**src/rtl/ompss_acc_cmd_endpoint_if.sv**
```systemverilog
// Command/finish streams and kernel task handshake of one accelerator command endpoint.
// slave = endpoint side, master = manager interconnect plus kernel side.
interface ompss_acc_cmd_endpoint_if #(
  parameter int MAX_ACCS = 16,
  parameter int MAX_ARGS = 15
);
  localparam int AW = $clog2(MAX_ARGS + 1);
  localparam int TW = $clog2(MAX_ACCS);

  logic          cmdin_in_tvalid;
  logic          cmdin_in_tready;
  logic [63:0]   cmdin_in_tdata;
  logic          cmdin_in_tlast;

  logic          cmdout_out_tvalid;
  logic          cmdout_out_tready;
  logic [TW-1:0] cmdout_out_tid;
  logic [63:0]   cmdout_out_tdata;

  logic          task_start_valid;
  logic          task_start_ready;
  logic [63:0]   task_id;
  logic [63:0]   task_parent_id;
  logic [AW-1:0] task_nargs;
  logic [AW-1:0] arg_rd_idx;
  logic [63:0]   arg_rd_data;
  logic          task_done;
  logic          err;

  modport slave (
    input  cmdin_in_tvalid, cmdin_in_tdata, cmdin_in_tlast,
    input  cmdout_out_tready,
    input  task_start_ready, arg_rd_idx, task_done,
    output cmdin_in_tready,
    output cmdout_out_tvalid, cmdout_out_tid, cmdout_out_tdata,
    output task_start_valid, task_id, task_parent_id, task_nargs, arg_rd_data, err
  );

  modport master (
    output cmdin_in_tvalid, cmdin_in_tdata, cmdin_in_tlast,
    output cmdout_out_tready,
    output task_start_ready, arg_rd_idx, task_done,
    input  cmdin_in_tready,
    input  cmdout_out_tvalid, cmdout_out_tid, cmdout_out_tdata,
    input  task_start_valid, task_id, task_parent_id, task_nargs, arg_rd_data, err
  );
endinterface

```
**src/rtl/ompss_acc_cmd_endpoint.sv**
```systemverilog
// Parses EXEC_TASK packets into a task register file, starts the kernel, returns a 2-word finish.
// Start 1 cycle after the last word, finish word 0 1 cycle after task_done; cmdin stalls outside receive states.
module ompss_acc_cmd_endpoint #(
  parameter int MAX_ACCS = 16,
  parameter int ACC_ID   = 0,
  parameter int MAX_ARGS = 15
) (
  input logic                      clk,
  input logic                      rstn,
  ompss_acc_cmd_endpoint_if.slave  bus
);
  localparam int AW = $clog2(MAX_ARGS + 1);
  localparam int TW = $clog2(MAX_ACCS);
  localparam logic [7:0] OP_EXEC_TASK = 8'h01;
  localparam logic [7:0] OP_FINISH    = 8'h03;

  typedef enum logic [3:0] {
    S_HDR,
    S_TID,
    S_PID,
    S_ARG,
    S_DRAIN,
    S_EXEC,
    S_RUN,
    S_FIN0,
    S_FIN1
  } state_t;

  state_t        state;
  state_t        state_nxt;
  logic [AW-1:0] nargs;
  logic [AW-1:0] cnt;
  logic [63:0]   tid;
  logic [63:0]   pid;
  logic [63:0]   args [MAX_ARGS];
  logic          err_q;

  logic          in_vld;
  logic          in_last;
  logic          hdr_bad;
  logic          is_final;
  logic          in_rdy;
  logic          start_vld;
  logic          out_vld;
  logic [63:0]   out_dat;
  logic          nargs_ld;
  logic          tid_ld;
  logic          pid_ld;
  logic          arg_we;
  logic          err_set;

  assign in_vld   = bus.cmdin_in_tvalid;
  assign in_last  = bus.cmdin_in_tlast;
  assign hdr_bad  = (bus.cmdin_in_tdata[7:0] != OP_EXEC_TASK) ||
                    (int'(bus.cmdin_in_tdata[15:8]) > MAX_ARGS);
  assign is_final = (cnt == nargs - AW'(1));

  // Receive states always take a word, so tvalid alone marks a handshake there.
  always_comb begin
    state_nxt = state;
    in_rdy    = 1'b0;
    start_vld = 1'b0;
    out_vld   = 1'b0;
    out_dat   = '0;
    nargs_ld  = 1'b0;
    tid_ld    = 1'b0;
    pid_ld    = 1'b0;
    arg_we    = 1'b0;
    err_set   = 1'b0;
    case (state)
      S_HDR: begin
        in_rdy = 1'b1;
        if (in_vld) begin
          if (hdr_bad || in_last) begin
            err_set   = 1'b1;
            state_nxt = in_last ? S_HDR : S_DRAIN;
          end else begin
            nargs_ld  = 1'b1;
            state_nxt = S_TID;
          end
        end
      end
      S_TID: begin
        in_rdy = 1'b1;
        if (in_vld) begin
          tid_ld = 1'b1;
          if (in_last) begin
            err_set   = 1'b1;
            state_nxt = S_HDR;
          end else begin
            state_nxt = S_PID;
          end
        end
      end
      S_PID: begin
        in_rdy = 1'b1;
        if (in_vld) begin
          pid_ld = 1'b1;
          if (nargs == '0) begin
            if (in_last) begin
              state_nxt = S_EXEC;
            end else begin
              err_set   = 1'b1;
              state_nxt = S_DRAIN;
            end
          end else if (in_last) begin
            err_set   = 1'b1;
            state_nxt = S_HDR;
          end else begin
            state_nxt = S_ARG;
          end
        end
      end
      S_ARG: begin
        in_rdy = 1'b1;
        if (in_vld) begin
          arg_we = 1'b1;
          if (is_final) begin
            if (in_last) begin
              state_nxt = S_EXEC;
            end else begin
              err_set   = 1'b1;
              state_nxt = S_DRAIN;
            end
          end else if (in_last) begin
            err_set   = 1'b1;
            state_nxt = S_HDR;
          end
        end
      end
      S_DRAIN: begin
        in_rdy = 1'b1;
        if (in_vld && in_last) begin
          state_nxt = S_HDR;
        end
      end
      S_EXEC: begin
        start_vld = 1'b1;
        if (bus.task_start_ready) begin
          state_nxt = S_RUN;
        end
      end
      S_RUN: begin
        if (bus.task_done) begin
          state_nxt = S_FIN0;
        end
      end
      S_FIN0: begin
        out_vld = 1'b1;
        out_dat = {48'h0, 8'(ACC_ID), OP_FINISH};
        if (bus.cmdout_out_tready) begin
          state_nxt = S_FIN1;
        end
      end
      S_FIN1: begin
        out_vld = 1'b1;
        out_dat = tid;
        if (bus.cmdout_out_tready) begin
          state_nxt = S_HDR;
        end
      end
      default: state_nxt = S_HDR;
    endcase
  end

  always_ff @(posedge clk or negedge rstn) begin
    if (!rstn) begin
      state <= S_HDR;
      nargs <= '0;
      cnt   <= '0;
      tid   <= '0;
      pid   <= '0;
      err_q <= 1'b0;
    end else begin
      state <= state_nxt;
      if (nargs_ld) begin
        nargs <= bus.cmdin_in_tdata[8 +: AW];
      end
      if (tid_ld) begin
        tid <= bus.cmdin_in_tdata;
      end
      if (pid_ld) begin
        pid <= bus.cmdin_in_tdata;
        cnt <= '0;
      end
      if (arg_we) begin
        cnt <= cnt + AW'(1);
      end
      if (err_set) begin
        err_q <= 1'b1;
      end
    end
  end

  // Argument storage needs no reset: reads beyond task_nargs are undefined.
  always_ff @(posedge clk) begin
    if (arg_we) begin
      args[cnt] <= bus.cmdin_in_tdata;
    end
  end

  // rstn gating keeps the stream stalled while reset is asserted.
  assign bus.cmdin_in_tready   = in_rdy & rstn;
  assign bus.cmdout_out_tvalid = out_vld;
  assign bus.cmdout_out_tdata  = out_dat;
  assign bus.cmdout_out_tid    = TW'(ACC_ID);
  assign bus.task_start_valid  = start_vld;
  assign bus.task_id           = tid;
  assign bus.task_parent_id    = pid;
  assign bus.task_nargs        = nargs;
  assign bus.err               = err_q;
  assign bus.arg_rd_data       = (int'(bus.arg_rd_idx) < MAX_ARGS) ? args[bus.arg_rd_idx] : '0;

endmodule

```
**src/flat_wrapper.sv**
```systemverilog
// flat-port wrapper written by rule: the top's interface ports become plain ports
module ompss_acc_cmd_endpoint_flat 
#(
  parameter int MAX_ACCS = 16,
  parameter int ACC_ID   = 0,
  parameter int MAX_ARGS = 15
)
  (clk, rstn, bus_cmdin_in_tvalid, bus_cmdin_in_tdata, bus_cmdin_in_tlast, bus_cmdout_out_tready, bus_task_start_ready, bus_arg_rd_idx, bus_task_done, bus_cmdin_in_tready, bus_cmdout_out_tvalid, bus_cmdout_out_tid, bus_cmdout_out_tdata, bus_task_start_valid, bus_task_id, bus_task_parent_id, bus_task_nargs, bus_arg_rd_data, bus_err);
  ompss_acc_cmd_endpoint_if #(.MAX_ACCS(MAX_ACCS), .MAX_ARGS(MAX_ARGS)) bus_i ();
  input logic clk;
  input logic rstn;
  input wire logic [$bits(bus_i.cmdin_in_tvalid)-1:0] bus_cmdin_in_tvalid;
  input wire logic [$bits(bus_i.cmdin_in_tdata)-1:0] bus_cmdin_in_tdata;
  input wire logic [$bits(bus_i.cmdin_in_tlast)-1:0] bus_cmdin_in_tlast;
  input wire logic [$bits(bus_i.cmdout_out_tready)-1:0] bus_cmdout_out_tready;
  input wire logic [$bits(bus_i.task_start_ready)-1:0] bus_task_start_ready;
  input wire logic [$bits(bus_i.arg_rd_idx)-1:0] bus_arg_rd_idx;
  input wire logic [$bits(bus_i.task_done)-1:0] bus_task_done;
  output wire logic [$bits(bus_i.cmdin_in_tready)-1:0] bus_cmdin_in_tready;
  output wire logic [$bits(bus_i.cmdout_out_tvalid)-1:0] bus_cmdout_out_tvalid;
  output wire logic [$bits(bus_i.cmdout_out_tid)-1:0] bus_cmdout_out_tid;
  output wire logic [$bits(bus_i.cmdout_out_tdata)-1:0] bus_cmdout_out_tdata;
  output wire logic [$bits(bus_i.task_start_valid)-1:0] bus_task_start_valid;
  output wire logic [$bits(bus_i.task_id)-1:0] bus_task_id;
  output wire logic [$bits(bus_i.task_parent_id)-1:0] bus_task_parent_id;
  output wire logic [$bits(bus_i.task_nargs)-1:0] bus_task_nargs;
  output wire logic [$bits(bus_i.arg_rd_data)-1:0] bus_arg_rd_data;
  output wire logic [$bits(bus_i.err)-1:0] bus_err;
  assign bus_i.cmdin_in_tvalid = bus_cmdin_in_tvalid;
  assign bus_i.cmdin_in_tdata = bus_cmdin_in_tdata;
  assign bus_i.cmdin_in_tlast = bus_cmdin_in_tlast;
  assign bus_i.cmdout_out_tready = bus_cmdout_out_tready;
  assign bus_i.task_start_ready = bus_task_start_ready;
  assign bus_i.arg_rd_idx = bus_arg_rd_idx;
  assign bus_i.task_done = bus_task_done;
  assign bus_cmdin_in_tready = bus_i.cmdin_in_tready;
  assign bus_cmdout_out_tvalid = bus_i.cmdout_out_tvalid;
  assign bus_cmdout_out_tid = bus_i.cmdout_out_tid;
  assign bus_cmdout_out_tdata = bus_i.cmdout_out_tdata;
  assign bus_task_start_valid = bus_i.task_start_valid;
  assign bus_task_id = bus_i.task_id;
  assign bus_task_parent_id = bus_i.task_parent_id;
  assign bus_task_nargs = bus_i.task_nargs;
  assign bus_arg_rd_data = bus_i.arg_rd_data;
  assign bus_err = bus_i.err;
  ompss_acc_cmd_endpoint #(.MAX_ACCS(MAX_ACCS), .ACC_ID(ACC_ID), .MAX_ARGS(MAX_ARGS)) u_core (.clk(clk), .rstn(rstn), .bus(bus_i));
endmodule
```
**config.mk**
```make
export PLATFORM = sky130hd
export DESIGN_NAME = ompss_acc_cmd_endpoint_flat
export DESIGN_NICKNAME = d
export VERILOG_FILES = /design/src/rtl/ompss_acc_cmd_endpoint_if.sv /design/src/rtl/ompss_acc_cmd_endpoint.sv /design/src/flat_wrapper.sv
export SDC_FILE = /design/constraint.sdc
export NUM_CORES = 1
export LEC_CHECK = 0
export CAP_MARGIN = 40
export CORE_ASPECT_RATIO = 1.75
export CORE_MARGIN = 2
export CORE_UTILIZATION = 55
export DETAILED_ROUTE_END_ITERATION = 6
export PLACE_DENSITY = 0.76
export SLEW_MARGIN = 30
export SYNTH_ARGS = -nofsm -noshare
export SYNTH_HDL_FRONTEND = slang
export SYNTH_SLANG_ARGS = --single-unit
```
**constraint.sdc**
```tcl
create_clock -name clk -period 5.7 [get_ports clk]
set_clock_uncertainty 0.2 [all_clocks]
set_input_delay 1.14 -clock clk [delete_from_list [all_inputs] [get_ports clk]]
set_output_delay 1.14 -clock clk [all_outputs]
set_load 0.005 [all_outputs]
```
# Yosys cells after proc, flatten, opt, wreduce, memory -nomap -nowiden
# Memory sizes are Yosys's and may differ from the RTL's.
# Index checks and enable logic that the tools add are counted.
# op_classes
n_reduce_logical	9
shift	0
n_addsub	2
mux	44
n_bitwise	1
multipliers	0
n_eq_ne	20
order_cmp	2
div	0
# ops
operator	count
$pmux W64 S2	1
$mux W64	1
$mux W4	15
$pmux W4 S9	1
$mux W1	22
$eq A4 B3 Y1 const B	4
$ne A2 B2 Y1 const B	8
$reduce_and A10 Y1	1
$eq A4 B2 Y1 const B	2
$gt A8 B4 Y1 const B	1
$logic_not A4 Y1	2
$ne A8 B1 Y1 const B	1
$reduce_or A5 Y1	1
$add A4 B1 Y4 const B	1
$eq A4 B1 Y1 const B	1
$eq A4 B4 Y1	1
$eq A4 B4 Y1 const B	1
$lt A4 B4 Y1 const B	1
$mux W2	2
$pmux W1 S4	1
$sub A4 B1 Y4 const B	1
$mux W3	1
$ne A3 B2 Y1 const B	1
$logic_or A1 B1 Y1	2
5 further kinds	5
# word_totals
romBits	0
in_bits	75
memories	1
wordCells	85
reg_bits	141
mem_bits_rw	960
out_inout_bits	268
latchBits	0
# mem_list
memory	words	word_bits	rd	rd_ports_with_merged_regs	wr	line	text
u_core.args	15	64	1	0	1	ompss_acc_cmd_endpoint.sv:35	logic [63:0] args [MAX_ARGS];

# Logic depth before layout (Yosys ltp)
# Gate-level depths: netlist of run 1.
# logic_depth
ltp_word	6
mapped_depth	10
depth_no_buf	10

# Least setup slack after synthesis of run 1
# No wires, ideal clock.
# synth_timing
path_type	input port to output port
startpoint	input port bus_arg_rd_idx[0]
endpoint	output port bus_arg_rd_data[10]
stages	8
required_time_ns	4.360
t_arrival_ns	2.725
setup_slack_ns	1.635
path_buffers	4
path_cell_list	buf_2 -> buf_6 -> buf_6 -> buf_2 -> mux2i_1 -> o21ai_1 -> mux4_2 -> nor2b_1
# synth_between
elab_chain_cells	2
word_cells_on_any_way	3
cone_classes	order compare: 1; mux: 1; memory: 1
# synth_lines
element	line	text
start: declaration	flat_wrapper.sv:17	input wire logic [$bits(bus_i.arg_rd_idx)-1:0] bus_arg_rd_idx;
$mem_v2 Z15 W64 / $lt A4 B4 Y1 (equally long branches)	-	
$mux W64 *	ompss_acc_cmd_endpoint.sv:212	assign bus.arg_rd_data = (int'(bus.arg_rd_idx) < MAX_ARGS) ? args[bus.arg_rd_idx] : '0;
end: declaration	flat_wrapper.sv:27	output wire logic [$bits(bus_i.arg_rd_data)-1:0] bus_arg_rd_data;
# Every way passes the cells marked *; elsewhere a longest branch is shown, timed or not.

# Final worst setup path of run 1
# layout_timing
startpoint	input port bus_arg_rd_idx[1]
endpoint	output port bus_arg_rd_data[26]
# Same word-level chain as after synthesis.

==> results.ini, run 1 <==
[timing]
slew_headroom_pct = 45.52
fin_crit_ps = 4952
setup_violations = 0
fin_crit_sh_pct = 86.88
hold_viol = 0
rsz0062_at_grt = false
tightest_slew_ps = 817.2
fin_setup_tns_ps = 0
clock.fmax_mhz = 201.9
slew_viol_final = 0

[global_routing]
grt.overflow.total = 0
grt_max_degree = 88
grt_usage_pct = 24.47
grt_pass1_vias = 22570
grt_pass1_wl_um = 144200
antenna_found_initial = 4

[floorplan]
die_w_um = 215.5
die_y_um = 374.1
design.die.area_sq_um = 80620
io_pins = 343
rows = 135
start_util_pct = 55.53
core_area_sq_um = 77530

[detailed_routing]
finalWirelength_um = 97350
wl_met3_um = 6662
top_layer = met4
vias_per_cell = 6.049
drtIter0Drc = 1953
drc_errors = 0
route.met2.wl_um = 51450
wirelength_met1_um = 37060
dr.pass1.iters = 6
routed-via-count = 21420
ant_nets = 0
routedWlPerCell_um = 27.50

[clocking]
clock_path_buffers = 3
tritoncts = built
root_buffer = clkbuf_16
cts.sinks = 1101
clkTransAtPathRegs_ps = 70
clkLatencyLatePin_ps = 660
ctsHoldBuffers = 0
cts_made_buffers = 93
cts_setup_buffers = 0
cts_resized = 0
htree_levels = 3

[yosys]
synth_edf_count = 960
synth_cell_type_count = 46
syn_area_sq_um = 43050
synth.top_cell.area_share_pct = 66.96
syn_inst = 2047
synth_seq_area_share_pct = 75.15
async_flop_share_pct = 12.81
synth_largest_area_cell = edfxtp_1
synth_area_leaders = edfxtp_1 (67%), mux4_2 (13%), dfrtp_1 (8.2%), mux2_2 (3.5%), mux2i_1 (1.5%)
ys.flop_type = edfxtp_1
postSynthAreaPerCell_sq_um = 21.03
synth-seq-cells = 1101
yosysWarnings = 0

[pwr]
p_leak_nw = 17.18
pwr_density_cell_nw_per_um2 = 359.4
peakVddDrop_uv = 287.2

[placement]
port_buffers = 338
place_congestion = 0.7748
hpwlAfterDp_um = 55350

[layout]
fill_cells = 5019
area_growth_pct = 18.70
seq_area_sq_um = 32360
antenna_cells = 0
fin_util_pct = 65.92
multiInputGateArea_sq_um = 10050
drive_gt1_share_pct = 24.63
layout.nets = 2515

[setup_path]
r2r-end = u_core.args[11][4]$_DFFE_PP_
worstPathArrival_ps = 3610
cp_data_required_time_ps = 4360
cpMostUsedCell = mux4_2
crit_family = buffers and inverters
path_cells = buf_8, buf_4, mux4_2, mux4_2, nor2b_1, clkdlybuf4s50_1
endpoint_kind = primary output
cp_slowest_cell = buf_8
rr_startpoint = u_core.state[0]$_DFFE_PN0P_
critical_path_class = in -> out
crit_fanout = 87
ff2ff_setup_slack_ps = 2320
cp.buffers_inverters = 3
cp-start-kind = input port
crit_start = bus_arg_rd_idx[1]
cpPeakStageDelay_ps = 500
r2r_cells = 4

[worst_hold_path]
hp-class = in -> async

[run_status]
status = complete, no violations

[job]
maxCapViolCount = 0

==> cells in the mapped netlist, types with 2 or more instances <==
cell type	count
nor2b_1	64
xnor2_1	2
o21ai_0	14
or3b_2	2
mux2i_1	65
and3_1	2
buf_1	4
xor2_1	6
nand2_1	78
nor4_1	2
nor3_1	3
nand4_1	3
nor2_1	5
dfrtp_1	141
mux2_2	132
nand2b_1	2
nand3_1	5
o21ai_1	57
buf_2	36
clkbuf_1	49
o22ai_1	2
a31oi_1	3
buf_4	11
nor4b_1	2
a21oi_1	3
a22o_1	2
nand3b_1	3
o211a_1	2
and2_1	78
ha_1	8
buf_6	18
edfxtp_1	960
nor3b_1	4
inv_1	11
and4_1	2
mux4_2	256
==> registers in the layout, indices dropped and copies added (netlist names) <==
| name | flops |
|---|---|
| u_core.bus.task_id | 64 |
| u_core.state | 4 |
| u_core.bus.task_parent_id | 64 |
| u_core.bus.task_nargs | 4 |
| u_core.args | 960 |
| u_core.cnt | 4 |
| u_core.bus.err | 1 |
==> logic make-up (layout without fill, tap and decap cells) <==
kind of cell | count (synthesis) | after routing | share of synthesized area (%)
other cells | 1 | 4 | 0.008710
simple gates | 257 | 257 | 3.293
xor+xnor | 8 | 8 | 0.1627
compound gates | 90 | 90 | 1.157
mux | 453 | 453 | 18.36
buf+inv | 129 | 592 | 1.639
fa+ha+maj | 8 | 8 | 0.2325
flops | 1101 | 1101 | 75.15
==> power breakdown <==
group	switching, mW	internal, mW
clock	2.82	3.49
combinational	0.899	1.57
sequential	0.338	9.25
==> worst register-to-register path: stages, from the launching register on <==
cell     delay (ps)
dfrtp_1         770
nand4_1         380
nor3b_1         530
and2_4          770
buf_12          350
==> placed cells by master, fill, tap and decap left out, types with 5 or more instances in the layout <==
cell               n
nand3_1            5
clkinv_1          17
clkdlybuf4s50_1  333
and2_4            15
mux2_2           132
clkbuf_8           7
mux4_2           256
o21ai_0           14
and2_1            63
nor2b_1           64
mux2i_1           65
edfxtp_1         960
o21ai_1           57
dfrtp_1          141
ha_1               8
clkbuf_1          20
clkbuf_16        100
nor2_1             5
buf_4             35
nand2_1           78
clkinvlp_4         8
clkinv_2          13
xor2_1             6
buf_12            30
inv_1             11
==> cell type report <==
cell class                 count  share of cell area [%]
clock buffer                 127                   5.232
clock inverter                49                  0.7541
inverter                      11                 0.08079
multi-input combinational    820                   19.66
sequential                  1101                   63.31
tap                         1027                   2.514
timing repair buffer         405                   8.444
==> layer usage <==
layer | up-vias | global-route usage (%)
li1 | 9006 | -
met1 | 11290 | 31.85
met2 | 963 | 42.82
met3 | 156 | 4.073
met4 | 0 | 6.871
met5 | - | 0
==> how the worst max path moves through the flow <==
| stage | endpoint | slack (ps) | cells past startpoint |
|---|---|---|---|
| final | bus_arg_rd_data[26] | 750 | 6 |
| after CTS | bus_arg_rd_data[35] | 710 | 6 |
| after detailed placement | bus_arg_rd_data[35] | 710 | 6 |
| after global placement | bus_arg_rd_data[35] | 740 | 6 |
| after global routing | bus_arg_rd_data[35] | 650 | 6 |
| after floorplan | bus_arg_rd_data[10] | 1640 | 8 |
==> per-stage QoR <==
stage | worst slack, ps | std cells | cell area [sq um] | power (mW) | hold WS, ps
after detailed placement | 708.2 | 3362 | 48010 | 12.25 | 291.5
after CTS | 706.0 | 3538 | 51070 | 18.52 | 190.5
after global routing | 645.4 | 3540 | 51110 | 18.99 | 211.3
final | 748.1 | 3540 | 51110 | 18.37 | 214.7
after floorplan | 1635 | 2050 | 43070 | 10.73 | 260.2
after global placement | 741.2 | 3356 | 47880 | 12.16 | 272.7
No activity file was read; power rests on OpenSTA's default activity.
==> run 2, diff against run 1 <==
Settings changed: CORE_UTILIZATION 55 to 60, PLACE_DENSITY 0.76 to 0.82.
==> results.ini, run 2 (synthesis gave the netlist of run 1 again) <==
[run_status]
status = complete, no violations

[worst_hold_path]
hp-class = in -> async

[setup_path]
worstPathArrival_ps = 3630  ; +20 ps
cpPeakStageDelay_ps = 540  ; +40 ps
cp_slowest_cell = mux4_2
ff2ff_setup_slack_ps = 2250  ; -70 ps
cp-start-kind = input port
r2r_cells = 5  ; +1
endpoint_kind = primary output
rr_startpoint = u_core.state[2]$_DFFE_PN0P_
critical_path_class = in -> out
cp.buffers_inverters = 4  ; +1
r2r-end = u_core.args[7][52]$_DFFE_PP_
crit_family = buffers and inverters
crit_fanout = 28  ; -68%
path_cells = buf_8, buf_12, buf_12, mux4_2, mux4_2, nor2b_1, clkdlybuf4s50_1
cp_data_required_time_ps = 4360  ; about the same

[floorplan]
rows = 130  ; -3.7%
start_util_pct = 60.29  ; +4.8 points
io_pins = 343  ; unchanged
design.die.area_sq_um = 74000  ; -8.2%
die_w_um = 206.5  ; -4.2%
core_area_sq_um = 71410  ; -7.9%
die_y_um = 358.4  ; -4.2%

[job]
maxCapViolCount = 0  ; unchanged

[pwr]
pwr_density_cell_nw_per_um2 = 367.9  ; +2.4%
p_leak_nw = 17.28  ; +0.60%
peakVddDrop_uv = 246.3  ; -14%

[layout]
fin_util_pct = 71.56  ; +5.6 points
final_cell_mix = edfxtp_1 (960), clkdlybuf4s50_1 (333), mux4_2 (256)
area_growth_pct = 18.69  ; about the same
top_register = u_core.args
fin_cells = 3436  ; -2.9%
drive_gt1_share_pct = 24.88  ; +0.25 points
largest_register_ffs = 960  ; unchanged
layout_commonest_cell = edfxtp_1
antenna_cells = 0  ; unchanged
finalInstanceArea_sq_um = 51100  ; about the same
layout.nets = 2517  ; +0.080%

[clocking]
cts_made_buffers = 92  ; -1.1%
cts_resized = 0  ; unchanged
root_buffer = clkbuf_16
ctsHoldBuffers = 0  ; unchanged
cts.sinks = 1101  ; unchanged
tritoncts = built
clkLatencyLatePin_ps = 660  ; about the same
cts_setup_buffers = 0  ; unchanged
clock_path_buffers = 3  ; unchanged
htree_levels = 3  ; unchanged
clkTransAtPathRegs_ps = 60  ; about the same

[timing]
slew_viol_final = 0  ; unchanged
slew_headroom_pct = 44.31  ; -1.2 points
tightest_slew_ps = 835.3  ; +18.12 ps
clock.fmax_mhz = 201.4  ; -0.28%
hold_viol = 0  ; unchanged
fin_crit_sh_pct = 87.12  ; +0.25 points
setup_violations = 0  ; unchanged
rsz0062_at_grt = false
fin_setup_tns_ps = 0  ; unchanged
fin_crit_ps = 4966  ; +14.03 ps

[detailed_routing]
dr.pass1.iters = 5  ; -1
routedWlPerCell_um = 29.67  ; +7.9%
drc_errors = 0  ; unchanged
routed-via-count = 22050  ; +3.0%
finalWirelength_um = 102000  ; +4.7%
vias_per_cell = 6.417  ; +6.1%
ant_nets = 0  ; unchanged
drtIter0Drc = 2247  ; +15%

[placement]
hpwlAfterDp_um = 55410  ; +0.11%
post_dp_cell_area_sq_um = 47770  ; -0.49%
port_buffers = 338  ; unchanged
dp_cells = 3258  ; -3.1%
place_congestion = 0.7678  ; -0.90%

[global_routing]
grt_usage_pct = 28.30  ; +3.8 points
antenna_found_initial = 0  ; -4
grt_pass1_vias = 23210  ; +2.9%
grt_max_degree = 65  ; -26%
grt_pass1_wl_um = 150000  ; +4.0%
grt.overflow.total = 0  ; unchanged

## run 2: changes by cell type in the layout (fill, tap and decap cells not counted), sizes merged
cell	before	now
clkinv	34	30
bufinv	4	16
clkbuf	127	120
buf	72	75
clkinvlp	8	3
## run 2: cell type report
cell class                      instances  area [sq um]
Sequential cell                      1101         32360
Fill cell                            4061         20310
Multi-Input combinational cell        820         10050
Timing Repair Buffer                  408          4287
Clock buffer                          120          2521
Tap cell                              924          1156
Clock inverter                         52         689.4
Inverter                               11         41.29
## run 2: worst reg2reg max path, delay by kind of cell (launching register included)
kind | cells | cell delay [ps]
simple gates | 4 | 1880
flops | 1 | 520
buf+inv | 1 | 510
## run 2: worst max-delay path by stage
stage	from	endpoint	slack (ps)	cells after the start
3_3_place_gp	bus_arg_rd_idx[0]	bus_arg_rd_data[6]	780	6
2_1_floorplan	bus_arg_rd_idx[0]	bus_arg_rd_data[10]	1640	8
6_report	bus_arg_rd_idx[0]	bus_arg_rd_data[28]	730	7
3_5_place_dp	bus_arg_rd_idx[0]	bus_arg_rd_data[6]	740	6
5_1_grt	bus_arg_rd_idx[0]	bus_arg_rd_data[28]	610	7
4_1_cts	bus_arg_rd_idx[0]	bus_arg_rd_data[28]	700	7
## run 2: report_power, final
part	internal (mW)	switching (mW)	leakage [nW]
clock	3.86	2.84	1.57
combinational	1.58	0.934	5.37
sequential	9.24	0.346	10.3
## run 2: per-layer routing
metal	up-vias	GRT usage (%)	share of wire [%]	wire (um)
met5	-	0	0	0
met4	0	9.743	2.9	2952
met3	203	4.505	8.4	8611
met2	1274	48.10	52	53300
met1	11560	37.66	36	37090
li1	9007	-	-	-
## run 2: through the flow
stage               hold slack (ps)  power [mW]  worst slack, ps
global route                  179.7       19.40            613.9
detailed placement            262.4       12.25            737.9
floorplan                     260.2       10.73             1635
finish                        163.6       18.80            734.0
CTS                           145.4       18.90            699.9
global placement              267.6       12.14            780.6
==> run 3, diff against run 2 <==
--- a/config.mk
+++ b/config.mk
@@ -7,5 +7,5 @@
 export LEC_CHECK = 0
 export CAP_MARGIN = 40
-export CORE_ASPECT_RATIO = 1.75
+export CORE_ASPECT_RATIO = 0.9
 export CORE_MARGIN = 2
 export CORE_UTILIZATION = 60
==> constraint.sdc (replaced) <==
create_clock -name clk -period 5.7 [get_ports clk]
set_clock_uncertainty 0.2 [all_clocks]
set_input_delay 0.855 -clock clk [delete_from_list [all_inputs] [get_ports clk]]
set_output_delay 0.855 -clock clk [all_outputs]
set_load 0.005 [all_outputs]
==> results.ini, run 3 (synthesis gave the netlist of run 1 again) <==
[run_status]
status = complete, no violations

[global_routing]
grt.overflow.total = 0  ; unchanged
grt_usage_pct = 27.68  ; -0.62 points
grt_pass1_vias = 23040  ; -0.76%
grt_pass1_wl_um = 149400  ; -0.38%
grt_max_degree = 91  ; +40%
antenna_found_initial = 0  ; unchanged

[floorplan]
die_y_um = 258.1  ; -28%
start_util_pct = 60.36  ; +0.065 points
die_w_um = 286.4  ; +39%
io_pins = 343  ; unchanged
core_area_sq_um = 71330  ; -0.11%
design.die.area_sq_um = 73920  ; -0.11%
rows = 93  ; -28%

[timing]
clock.fmax_mhz = 218.3  ; +8.4%
hold_viol = 0  ; unchanged
rsz0062_at_grt = false
slew_headroom_pct = 43.21  ; -1.1 points
fin_setup_tns_ps = 0  ; unchanged
fin_crit_sh_pct = 80.38  ; -6.7 points
tightest_slew_ps = 851.9  ; +16.53 ps
setup_violations = 0  ; unchanged
fin_crit_ps = 4581  ; -384.5 ps
slew_viol_final = 0  ; unchanged

[layout]
final_cell_mix = edfxtp_1 (960), clkdlybuf4s50_1 (333), mux4_2 (256)
area_growth_pct = 18.69  ; about the same
antenna_cells = 0  ; unchanged
seq_area_sq_um = 32360  ; unchanged
fin_cells = 3473  ; +1.1%
drive_gt1_share_pct = 25.13  ; +0.25 points
layout_commonest_cell = edfxtp_1
top_register = u_core.args
fill_cells = 3946  ; -2.8%
layout.nets = 2517  ; unchanged
multiInputGateArea_sq_um = 10050  ; unchanged
largest_register_ffs = 960  ; unchanged

[detailed_routing]
routedWlPerCell_um = 28.97  ; -2.4%
drc_errors = 0  ; unchanged
drtIter0Drc = 2613  ; +16%
finalWirelength_um = 100600  ; -1.3%
routed-via-count = 22180  ; +0.61%
vias_per_cell = 6.387  ; -0.46%
dr.pass1.iters = 5  ; unchanged
ant_nets = 0  ; unchanged

[clocking]
clock_path_buffers = 3  ; unchanged
clkLatencyLatePin_ps = 660  ; about the same
htree_levels = 3  ; unchanged
cts.sinks = 1101  ; unchanged
root_buffer = clkbuf_16
cts_made_buffers = 102  ; +11%
tritoncts = built
clkTransAtPathRegs_ps = 60  ; about the same

[placement]
dp_cells = 3278  ; +0.61%
place_congestion = 0.7584  ; -1.2%
port_buffers = 338  ; unchanged
hpwlAfterDp_um = 54210  ; -2.2%

[pwr]
swShare_pct = 22.33  ; +0.44 points
combPwrFrac_pct = 13.1  ; -0.3 points
p_int_mw = 14.73  ; +0.35%
p_leak_nw = 17.30  ; about the same
power.net_switching_mw = 4.237  ; +3.0%
seqPwrFrac_pct = 50.6  ; -0.4 points
pwr_density_cell_nw_per_um2 = 371.3  ; +0.91%
power_frac_clock_pct = 36.2  ; +0.6 points
peakVddDrop_uv = 297.0  ; +21%

[setup_path]
cp-start-kind = input port
cp_data_required_time_ps = 4640  ; +280 ps
worstPathArrival_ps = 3530  ; -100 ps
crit_fanout = 49  ; +75%
critical_path_class = in -> out
endpoint_kind = primary output

[worst_hold_path]
hp-class = reg -> reg

[job]
maxCapViolCount = 0  ; unchanged

## run 3: changes by cell type in the layout (fill, tap and decap cells not counted), sizes merged
cell,previous run,this run
bufinv,16,7
buf,75,64
inv,14,18
dlygate4sd3,0,1
clkbuf,120,146
## run 3: worst paths after layout
kind | start | endpoint | slack (ps) | cells after the start
max | bus_arg_rd_idx[0] | bus_arg_rd_data[37] | 1120 | 6
min | u_core.bus.task_parent_id[46]$_DFFE_PN0P_ | u_core.bus.task_parent_id[46]$_DFFE_PN0P_ | 300 | 1
max reg2reg | u_core.state[0]$_DFFE_PN0P_ | u_core.args[9][24]$_DFFE_PP_ | 2150 | 4
min reg2reg | u_core.bus.task_parent_id[46]$_DFFE_PN0P_ | u_core.bus.task_parent_id[46]$_DFFE_PN0P_ | 300 | 1
max in group asynchronous | rstn | u_core.bus.task_parent_id[56]$_DFFE_PN0P_ | 3600 | 3
min in group asynchronous | rstn | u_core.bus.task_id[21]$_DFFE_PN0P_ | 530 | 2
## run 3: per-stage QoR
stage                     hold WS [ps]  util [%]  setup WS (ps)  cell area [sq um]  power, mW
after floorplan                  260.2         -           2170              43070      10.73
after global placement           269.1     66.71           1145              47590      12.12
after global routing             325.6     71.64           1014              51100      19.55
final                            304.9     71.64           1119              51100      18.97
after detailed placement         292.5     66.80           1091              47650      12.24
after CTS                        307.0     71.61           1104              51080      19.08
## run 3: routing by layer
metal / global-route usage (%) / vias up / part of all wire (%)
met1: 38.76 / 11740 / 38
met5: 0 / - / 0
li1: - / 9016 / -
met3: 4.426 / 191 / 8.2
met4: 8.392 / 0 / 2.7
met2: 45.76 / 1237 / 51
## run 3: layout make-up
type,count,share of cell area (%)
Timing Repair Buffer,398,7.919
Multi-Input combinational cell,820,19.66
Inverter,11,0.08080
Clock inverter,47,0.9574
Clock buffer,146,5.734
Tap cell,950,2.326
Sequential cell,1101,63.32
## run 3: what timing repair did
item | 4_1_cts | 5_1_grt
buffers inserted | 0 | 0
gates resized for setup | 0 | 0
setup endpoints to repair | 0 | 0
endpoints found under the hold margin | 49 | 0
hold buffers | 1 | 0
## run 3: worst max-delay path: stages
cell and delay, ps:
buf_8 430, buf_4 430, mux4_2 570, mux4_2 520
nor2b_1 160, clkdlybuf4s50_1 480
## run 3: power by group through the flow
| stage | Sequential (mW) | Clock, mW | Combinational, mW |
|---|---|---|---|
| after detailed placement | 9.76 | 0 | 2.48 |
| after global placement | 9.72 | 0 | 2.40 |
| after global routing | 9.67 | 7.23 | 2.64 |
| after CTS | 9.61 | 6.95 | 2.51 |
| final | 9.61 | 6.87 | 2.49 |
| after floorplan | 9.70 | 0 | 1.03 |
